`config.mk`:
```
export PLATFORM = sky130hd
export DESIGN_NAME = pc_sequencer
export DESIGN_NICKNAME = d
export VERILOG_FILES = /design/src/rtl/pc_sequencer_pkg.sv /design/src/rtl/pc_sequencer_jno_wait_timer.sv /design/src/rtl/pc_sequencer.sv
export SDC_FILE = /design/constraint.sdc
export NUM_CORES = 1
export LEC_CHECK = 0
export CAP_MARGIN = 20
export CELL_PAD_IN_SITES_DETAIL_PLACEMENT = 0
export CELL_PAD_IN_SITES_GLOBAL_PLACEMENT = 1
export CORE_MARGIN = 2
export CORE_UTILIZATION = 33
export DETAILED_ROUTE_END_ITERATION = 7
export MAX_ROUTING_LAYER = met4
export PLACE_DENSITY_LB_ADDON = 0.05
export SKIP_LAST_GASP = 1
export SYNTH_ARGS = -nofsm -noshare
export SYNTH_HDL_FRONTEND = slang
export SYNTH_SLANG_ARGS = --single-unit
```
`constraint.sdc`:
```
create_clock -name pulses -period 1.6 [get_ports pulses]
set_input_delay 0.32 -clock pulses [delete_from_list [all_inputs] [get_ports pulses]]
set_output_delay 0.32 -clock pulses [all_outputs]
set_load 0.02 [all_outputs]
```
`src/rtl/pc_sequencer_pkg.sv`:
```
`default_nettype none
// ============================================================================
// Module      : pc_sequencer_pkg
// Description : Shared definitions for the program-counter sequencer. This
//               package holds the opcode values of a fetched program line,
//               the 3-bit sequencer state encoding, and a small decode
//               helper.
// Revision    : 1.0 - initial release
// ============================================================================
package pc_sequencer_pkg;

    // Opcode field of a fetched program line
    localparam logic [1:0] OP_INC = 2'b00;
    localparam logic [1:0] OP_JNO = 2'b01;
    localparam logic [1:0] OP_DEC = 2'b10;
    localparam logic [1:0] OP_STP = 2'b11;

    // Sequencer state encoding
    localparam int unsigned c_state_w = 3;

    localparam logic [c_state_w-1:0] c_st_idle   = 3'd0;
    localparam logic [c_state_w-1:0] c_st_fetch  = 3'd1;
    localparam logic [c_state_w-1:0] c_st_decode = 3'd2;
    localparam logic [c_state_w-1:0] c_st_exec   = 3'd3;
    localparam logic [c_state_w-1:0] c_st_jwait  = 3'd4;
    localparam logic [c_state_w-1:0] c_st_halt   = 3'd5;

    // Returns true for opcodes that need a datapath execute strobe
    function automatic logic is_exec_op(input logic [1:0] op);
        return (op == OP_INC) || (op == OP_DEC);
    endfunction

endpackage
`default_nettype wire

```
`src/rtl/pc_sequencer_jno_wait_timer.sv`:
```
`default_nettype none
// ============================================================================
// Module      : jno_wait_timer
// Description : Counts consecutive cycles spent waiting for a JNO check
//               window. o_expired is asserted during the WAIT_MAX-th
//               consecutive enabled cycle. The count clears whenever
//               i_en drops.
// Ports       : clk       - clock
//               rst       - synchronous active-high reset
//               i_en      - sequencer is in its jump-wait state
//               o_expired - wait budget used up this cycle
// Revision    : 1.0 - initial release
// ============================================================================
module jno_wait_timer #(
    parameter int WAIT_MAX = 15
) (
    input  logic clk,
    input  logic rst,
    input  logic i_en,
    output logic o_expired
);

    // The count only has to reach WAIT_MAX-1
    localparam int c_cnt_w = (WAIT_MAX > 1) ? $clog2(WAIT_MAX) : 1;
    localparam logic [c_cnt_w-1:0] c_last = c_cnt_w'(WAIT_MAX - 1);

    logic [c_cnt_w-1:0] r_count;
    logic               w_at_last;

    assign w_at_last = (r_count == c_last);
    assign o_expired = i_en && w_at_last;

    // Saturate at the last value. The sequencer leaves the wait state on
    // expiry, so the count never needs to wrap.
    always_ff @(posedge clk) begin
        if (rst || !i_en) begin
            r_count <= '0;
        end else if (!w_at_last) begin
            r_count <= r_count + c_cnt_w'(1);
        end
    end

endmodule
`default_nettype wire

```
`src/rtl/pc_sequencer.sv`:
```
`default_nettype none
// ============================================================================
// Module      : pc_sequencer
// Description : Program-counter sequencer with the states
//               IDLE/FETCH/DECODE/EXEC/JWAIT/HALT. It fetches a line,
//               decodes the opcode, and then does one of the following:
//                 - executes INC/DEC,
//                 - waits for the JNO check window and conditionally jumps,
//                 - halts.
//               Optional build macro JNO_TIMEOUT_EN bounds the JNO wait to
//               WAIT_MAX cycles. After that many cycles the jump is treated
//               as not taken.
// Ports       : pulses      - clock (rising edge)
//               r           - synchronous active-high reset
//               run         - start/continue execution
//               instruct    - opcode of fetched line
//               target      - jump address of fetched line
//               enabling    - JNO check enable
//               openpulse   - JNO sample window
//               sta         - stop/halt request
//               reg_nonzero - selected register non-zero
//               pc          - current program line address
//               fetch       - line read strobe
//               exec        - INC/DEC execute strobe
//               jump_taken  - pc loaded from target strobe
//               halted      - sequencer in HALT
// Revision    : 1.0 - initial release
// ============================================================================
module pc_sequencer
    import pc_sequencer_pkg::*;
#(
    parameter int PC_W     = 5,
    parameter int WAIT_MAX = 15
) (
    input  logic            pulses,
    input  logic            r,
    input  logic            run,
    input  logic [1:0]      instruct,
    input  logic [PC_W-1:0] target,
    input  logic            enabling,
    input  logic            openpulse,
    input  logic            sta,
    input  logic            reg_nonzero,
    output logic [PC_W-1:0] pc,
    output logic            fetch,
    output logic            exec,
    output logic            jump_taken,
    output logic            halted
);

    logic [c_state_w-1:0] r_state;
    logic [c_state_w-1:0] w_next_state;
    logic [PC_W-1:0]      r_pc;
    logic [PC_W-1:0]      w_next_pc;
    logic [PC_W-1:0]      w_pc_inc;
    logic [PC_W-1:0]      r_target;
    logic [1:0]           r_op;
    logic                 w_in_jwait;
    logic                 w_window;
    logic                 w_timeout;

    // A zero wait budget would make every JNO fall through at once
    if (WAIT_MAX < 1) begin : g_wait_max_check
        $error("pc_sequencer: WAIT_MAX must be at least 1");
    end

    assign pc         = r_pc;
    assign w_pc_inc   = r_pc + PC_W'(1);      // wraps modulo 2^PC_W
    assign w_in_jwait = (r_state == c_st_jwait);
    // openpulse is only meaningful while the check is enabled
    assign w_window   = enabling && openpulse;

`ifdef JNO_TIMEOUT_EN
    jno_wait_timer #(
        .WAIT_MAX (WAIT_MAX)
    ) u_jno_wait_timer (
        .clk       (pulses),
        .rst       (r),
        .i_en      (w_in_jwait),
        .o_expired (w_timeout)
    );
`else
    assign w_timeout = 1'b0;
`endif

    // State, pc and latched operand registers
    always_ff @(posedge pulses) begin
        if (r) begin
            r_state  <= c_st_idle;
            r_pc     <= '0;
            r_op     <= '0;
            r_target <= '0;
        end else begin
            r_state <= w_next_state;
            r_pc    <= w_next_pc;
            if (r_state == c_st_decode) begin
                r_op     <= instruct;
                r_target <= target;
            end
        end
    end

    // Next-state and next-pc logic
    always_comb begin
        w_next_state = r_state;
        w_next_pc    = r_pc;
        // A stop request overrides every transition and freezes pc
        if (sta && (r_state != c_st_halt)) begin
            w_next_state = c_st_halt;
        end else begin
            case (r_state)
                c_st_idle: begin
                    if (run) begin
                        w_next_state = c_st_fetch;
                    end
                end
                c_st_fetch: begin
                    w_next_state = c_st_decode;
                end
                c_st_decode: begin
                    if (instruct == OP_STP) begin
                        w_next_state = c_st_halt;
                    end else if (instruct == OP_JNO) begin
                        w_next_state = c_st_jwait;
                    end else begin
                        w_next_state = c_st_exec;
                    end
                end
                c_st_exec: begin
                    w_next_pc    = w_pc_inc;
                    w_next_state = run ? c_st_fetch : c_st_idle;
                end
                c_st_jwait: begin
                    // A valid window wins over a timeout in the same cycle
                    if (w_window) begin
                        w_next_pc    = reg_nonzero ? r_target : w_pc_inc;
                        w_next_state = c_st_fetch;
                    end else if (w_timeout) begin
                        w_next_pc    = w_pc_inc;
                        w_next_state = c_st_fetch;
                    end
                end
                c_st_halt: begin
                    w_next_state = c_st_halt;
                end
                default: begin
                    w_next_state = c_st_idle;
                end
            endcase
        end
    end

    // Strobes are decoded from exclusive states, so they never overlap
    always_comb begin
        fetch      = (r_state == c_st_fetch);
        exec       = (r_state == c_st_exec) && is_exec_op(r_op);
        jump_taken = w_in_jwait && !sta && w_window && reg_nonzero;
        halted     = (r_state == c_st_halt);
    end

endmodule
`default_nettype wire

```
Word-level counts from Yosys, hierarchy flattened
Index checks and enable logic that the tools add are counted.
{"block": "classes", "n_bitwise": 1, "add_sub_neg": 1, "eq_ne": 13, "mux": 10, "reduce_logical": 15}
{"op": "3-bit one-hot mux with 6 select lines", "n": 1}
{"op": "3-bit two-way mux", "n": 5}
{"op": "5-bit two-way mux", "n": 2}
{"op": "5-bit one-hot mux with 2 select lines", "n": 1}
{"op": "3-bit by 2-bit equality test with 1-bit output (second input constant)", "n": 2}
{"op": "3-bit equality test (second input constant)", "n": 2}
{"op": "1-bit logical AND", "n": 6}
{"op": "3-bit inequality test (second input constant)", "n": 2}
{"op": "5-bit by 1-bit adder with 5-bit output (second input constant)", "n": 1}
{"op": "2-bit equality test (second input constant)", "n": 2}
{"op": "2-bit AND reduction", "n": 2}
{"op": "3-bit by 1-bit equality test with 1-bit output (second input constant)", "n": 1}
{"op": "3-bit logical NOT", "n": 1}
{"op": "3-bit by 1-bit inequality test with 1-bit output (second input constant)", "n": 1}
{"op": "3-bit AND reduction", "n": 1}
{"op": "2-bit by 1-bit equality test with 1-bit output (second input constant)", "n": 1}
{"op": "2-bit logical NOT", "n": 1}
{"op": "2-bit by 1-bit inequality test with 1-bit output (second input constant)", "n": 1}
{"op": "2-bit inequality test (second input constant)", "n": 1}
{"op": "2-bit nonzero test", "n": 1}
{"op": "2-bit OR reduction", "n": 1}
{"op": "1-bit logical NOT", "n": 1}
{"op": "1-bit logical OR", "n": 1}
{"op": "1-bit two-way mux", "n": 1}
{"op": "1-bit NOT", "n": 1}
{"block": "totals", "input_bits": 14, "reg_bits": 15, "output_inout_bits": 9, "word_cells": 45}

Longest topological paths before layout
{"block": "logic_depth", "depth_word": 5, "ltp_mapped": 6, "ltp_nobuf": 5}

Worst setup path before layout
No wires, ideal clock.
{"block": "synth_path", "kind": "register -> output", "from": "reg r_state[0]", "to": "out jump_taken", "path_slack_ns": -0.046, "required_ns": 1.280, "t_arrival_ns": 1.326, "stages_incl_launch_ff": 4, "n_path_buf": 1, "cell_sequence": "dfxtp_1 -> and4bb_2 -> buf_4 -> nor3b_1"}
{"block": "synth_via", "elab_chain_len": 4}
{"item": "from (decl)", "line_no": "pc_sequencer.sv:51", "text": "logic [c_state_w-1:0] r_state;"}
{"item": "from (signal assigned)", "line_no": "pc_sequencer.sv:89", "text": "r_state <= c_st_idle;"}
{"item": "from (signal assigned)", "line_no": "pc_sequencer.sv:94", "text": "r_state <= w_next_state;"}
{"item": "3-bit equality test", "line_no": "pc_sequencer.sv:69", "text": "assign w_in_jwait = (r_state == c_st_jwait);"}
{"item": "1-bit logical AND (3 in series)", "line_no": "pc_sequencer.sv:157", "text": "jump_taken = w_in_jwait && !sta && w_window && reg_nonzero;"}
{"item": "to (decl)", "line_no": "pc_sequencer.sv:47", "text": "output logic jump_taken,"}
Every way passes these cells.

Final worst setup path
{"block": "layout_path", "from": "reg r_state[0]", "to": "reg r_pc[3], in the netlist pc[3]"}
{"block": "layout_via", "elab_chain_len": 4, "word_cells_on_any_way": 9, "cone_classes": "eq/ne: 4; mux: 1; bitwise: 1; reduce/logical: 3"}
{"item": "branches (longest 4 deep; another with 3-bit equality test)"}
{"item": "to (signal assigned)", "line_no": "pc_sequencer.sv:95", "text": "r_pc <= w_next_pc;"}
{"item": "to (decl)", "line_no": "pc_sequencer.sv:53", "text": "logic [PC_W-1:0] r_pc;"}
Several ways; the timed one is not identified.
A chain may end at the register's enable or synchronous reset.

==> impl_metrics.yaml <==
run_status:
  status: "finished clean"
setup_path:
  path_cells: "buf_6 -> or4b_4 -> o22a_2 -> o21ai_1 -> a21oi_1"
  crit_type: "reg -> reg"
  r2r_cells: 5
  r2r_slack_ns: 0.04
  endpoint_kind: "register"
  crit_arrival_ns: 1.73
  reg2reg_from: "r_state[0]"
  slowest_stage: "or4b_4"
  crit_path_start_kind: "register"
  critPathRequiredTime_ns: 1.77
  r2r_end: "pc[3]"
  cp_slowest_stage_delay_ns: 0.53
  critical_path.max_fanout: 12
drt:
  vias: 766
  dr.pass1.iters: 4
  wl_met3_um: 92
  top_layer: "met4"
  dr_wl_met2_um: 830
  drt-initial-drc-count: 13
  ant_nets: 0
  drt-met1-wl_um: 948
  post_drt_wl_per_cell_um: 12.1
  drc_errors: 0
  drt-total-wl_um: 1890
  via_per_inst: 4.91
timing:
  slew_violations: 0
  finClkSkew_ns: 0.00117
  max_freq_mhz: 641
  tightest_slew_ns: 0.263
  finalHoldViolations: 0
  final.period_utilization_pct: 97.5
  rsz0062_at_grt: "true"
  setup_slack_ns: 0.0398
  setup_viol: 0
  fin_crit_ns: 1.56
  relSlewSlack_pct: 82.3
  hold_slack_ns: 0.498
place:
  place_worst_setup_slack_ns: -0.481
  io_buffers: 22
  placedCellCount: 149
  gp_congestion: 0.770
  dp_hpwl_um: 1440
synthesis:
  synthFlopType: "dfxtp_1"
  synth_top_cell_by_area: "dfxtp_1"
  netlist-cell-type-count: 30
  yosysWarningCount: 0
  synth_common_cells: "14 x dfxtp_1, 13 x nor2_1, 8 x mux2i_1"
  synth_nets: 107
  ys_async_sr_fraction_pct: 0
  ys_seq_elements: 14
  synth_top_area_share_pct: 34.6
  synth_edf_count: 0
  ys_seq_area_share_pct: 34.6
  yosys.cell_count.top_type: "dfxtp_1"
  synth_area_leaders: "dfxtp_1 35%, mux2i_1 9.9%, nor2_1 6.0%"
  netlist_instances: 92
  synth_area_per_cell_um2: 8.81
  syn_area_um2: 811
clocking:
  htree_levels: 1
  cts_root_buf: "clkbuf_4"
  clk_latency_ns: 0.28
  cts.path.max_buffers: 2
  clock-sinks: 14
  cts_hold_buf: 0
  cts_buffers: 3
  path_clk_slew_ns: 0.08
  cts_tree: "built"
floorplanning:
  ios: 23
  die_y_um: 53.6
  initial_core_util_pct: 35.6
  core_mm2: 0.00228
  rows: 17
  design.die.area_mm2: 0.00287
  die_w_um: 53.6
pwr:
  irDropWorstVdd_v: 0.000415
  p_leak_nw: 0.503
  powerDensity_mw_per_mm2: 633
  finalPower_uw: 753
layout:
  antenna_cells: 0
  num-nets-final: 145
  final_core_util_pct: 52.2
  syn2layout_area_growth_pct: 46.6
  stdcell_count: 156
  drive_gt1_share_pct: 28.1
worst_hold_path:
  hp-class: "reg -> reg"
  holdPathStages: 2
  hold_start: "r_target[2]"
  worstHoldEndpoint: "r_target[2]"
global_route:
  grt-ovfl-total: 0
  grt_pass1_vias: 674
  antenna_found_initial: 0
  grt_pass1_wl_um: 3130
  grt_max_degree: 13
  grt_usage_pct: 15.7
run:
  max_cap_violations: 0
state kept, by name, indices dropped and copies added, names as in the netlist:
signal    cells
pc            5
r_op          1
r_target      5
r_state       3
report_power, final:
part	total [mW]	internal, mW	switching (mW)
clock	0.195	0.0874	0.107
sequential	0.366	0.360	0.00623
combinational	0.192	0.104	0.0880
total	0.753	0.551	0.201
what timing repair did:
item                                    CTS  global route
hold endpoints to repair                  0             0
pin swaps                                 4             2
resized for setup                        25             9
buffers inserted                          3             1
endpoints found under the setup margin   12             9
final cells by class:
class	count	area [um^2]
timing repair buffer	40	358
inverter	1	3.75
fill	229	1090
sequential	14	283
clock buffer	3	22.5
tap	28	35.0
multi-input combinational	70	487
per-stage QoR:
stage                     TNS [ns]  instance area, um^2
final                            0                 1190
after global routing        -0.105                 1190
after CTS                  -0.0311                 1170
after detailed placement     -2.41                 1120
after global placement       -2.29                 1120
after floorplan                  0                  816
worst max-delay path: cells and delay by family (launching register included):
kind	cells	cell delay, ns
AO/OA/AOI/OAI	3	0.45
flip-flops	1	0.33
buffers and inverters	1	0.13
AND/OR/NAND/NOR	1	0.53
worst max-delay path by stage:
stage | depth (start not counted) | from | slack, ns | endpoint
floorplan | 5 | sta | 0.11 | pc[0]
global placement | 4 | reg_nonzero | -0.46 | jump_taken
finish | 5 | r_state[0] | 0.04 | pc[3]
detailed placement | 4 | reg_nonzero | -0.48 | jump_taken
CTS | 4 | reg_nonzero | -0.03 | jump_taken
global route | 5 | r_state[0] | -0.04 | pc[1]
cell usage in the layout, fill, tap and decap left out, drive strengths merged:
master,instances
nor4b,1
buf,21
a21oi,8
dlygate4sd2,4
ha,1
and2,3
nand2,4
nand4bb,1
or4b,1
dlymetal6s2s,3
nand3,2
and4bb,1
clkdlybuf4s15,1
a211oi,2
inv,1
clkbuf,3
nor2b,2
nor3,3
o22a,1
o22ai,1
nor4,1
o21ai,7
nand3b,2
clkdlybuf4s50,11
nand2b,1
dfxtp,14
nor3b,5
nor2,13
mux2i,8
o311a,1
a311oi,1
kinds of logic (layout without fill, tap and decap cells):
logic type	after synthesis	after routing	synth area share (%)
AO/OA/AOI/OAI	21	21	18.4
adder cells (fa/ha/maj)	1	1	1.54
buffers and inverters	8	44	7.10
flip-flops	14	14	34.6
multiplexers	8	8	9.88
AND/OR/NAND/NOR	40	40	28.5
per-layer routing:
metal	up-vias	global-route usage (%)
met4	0	3.85
met2	15	24.5
li1	407	-
met3	3	5.00
met1	341	19.8
met5	-	-
Power figures use the tool's default switching activity.
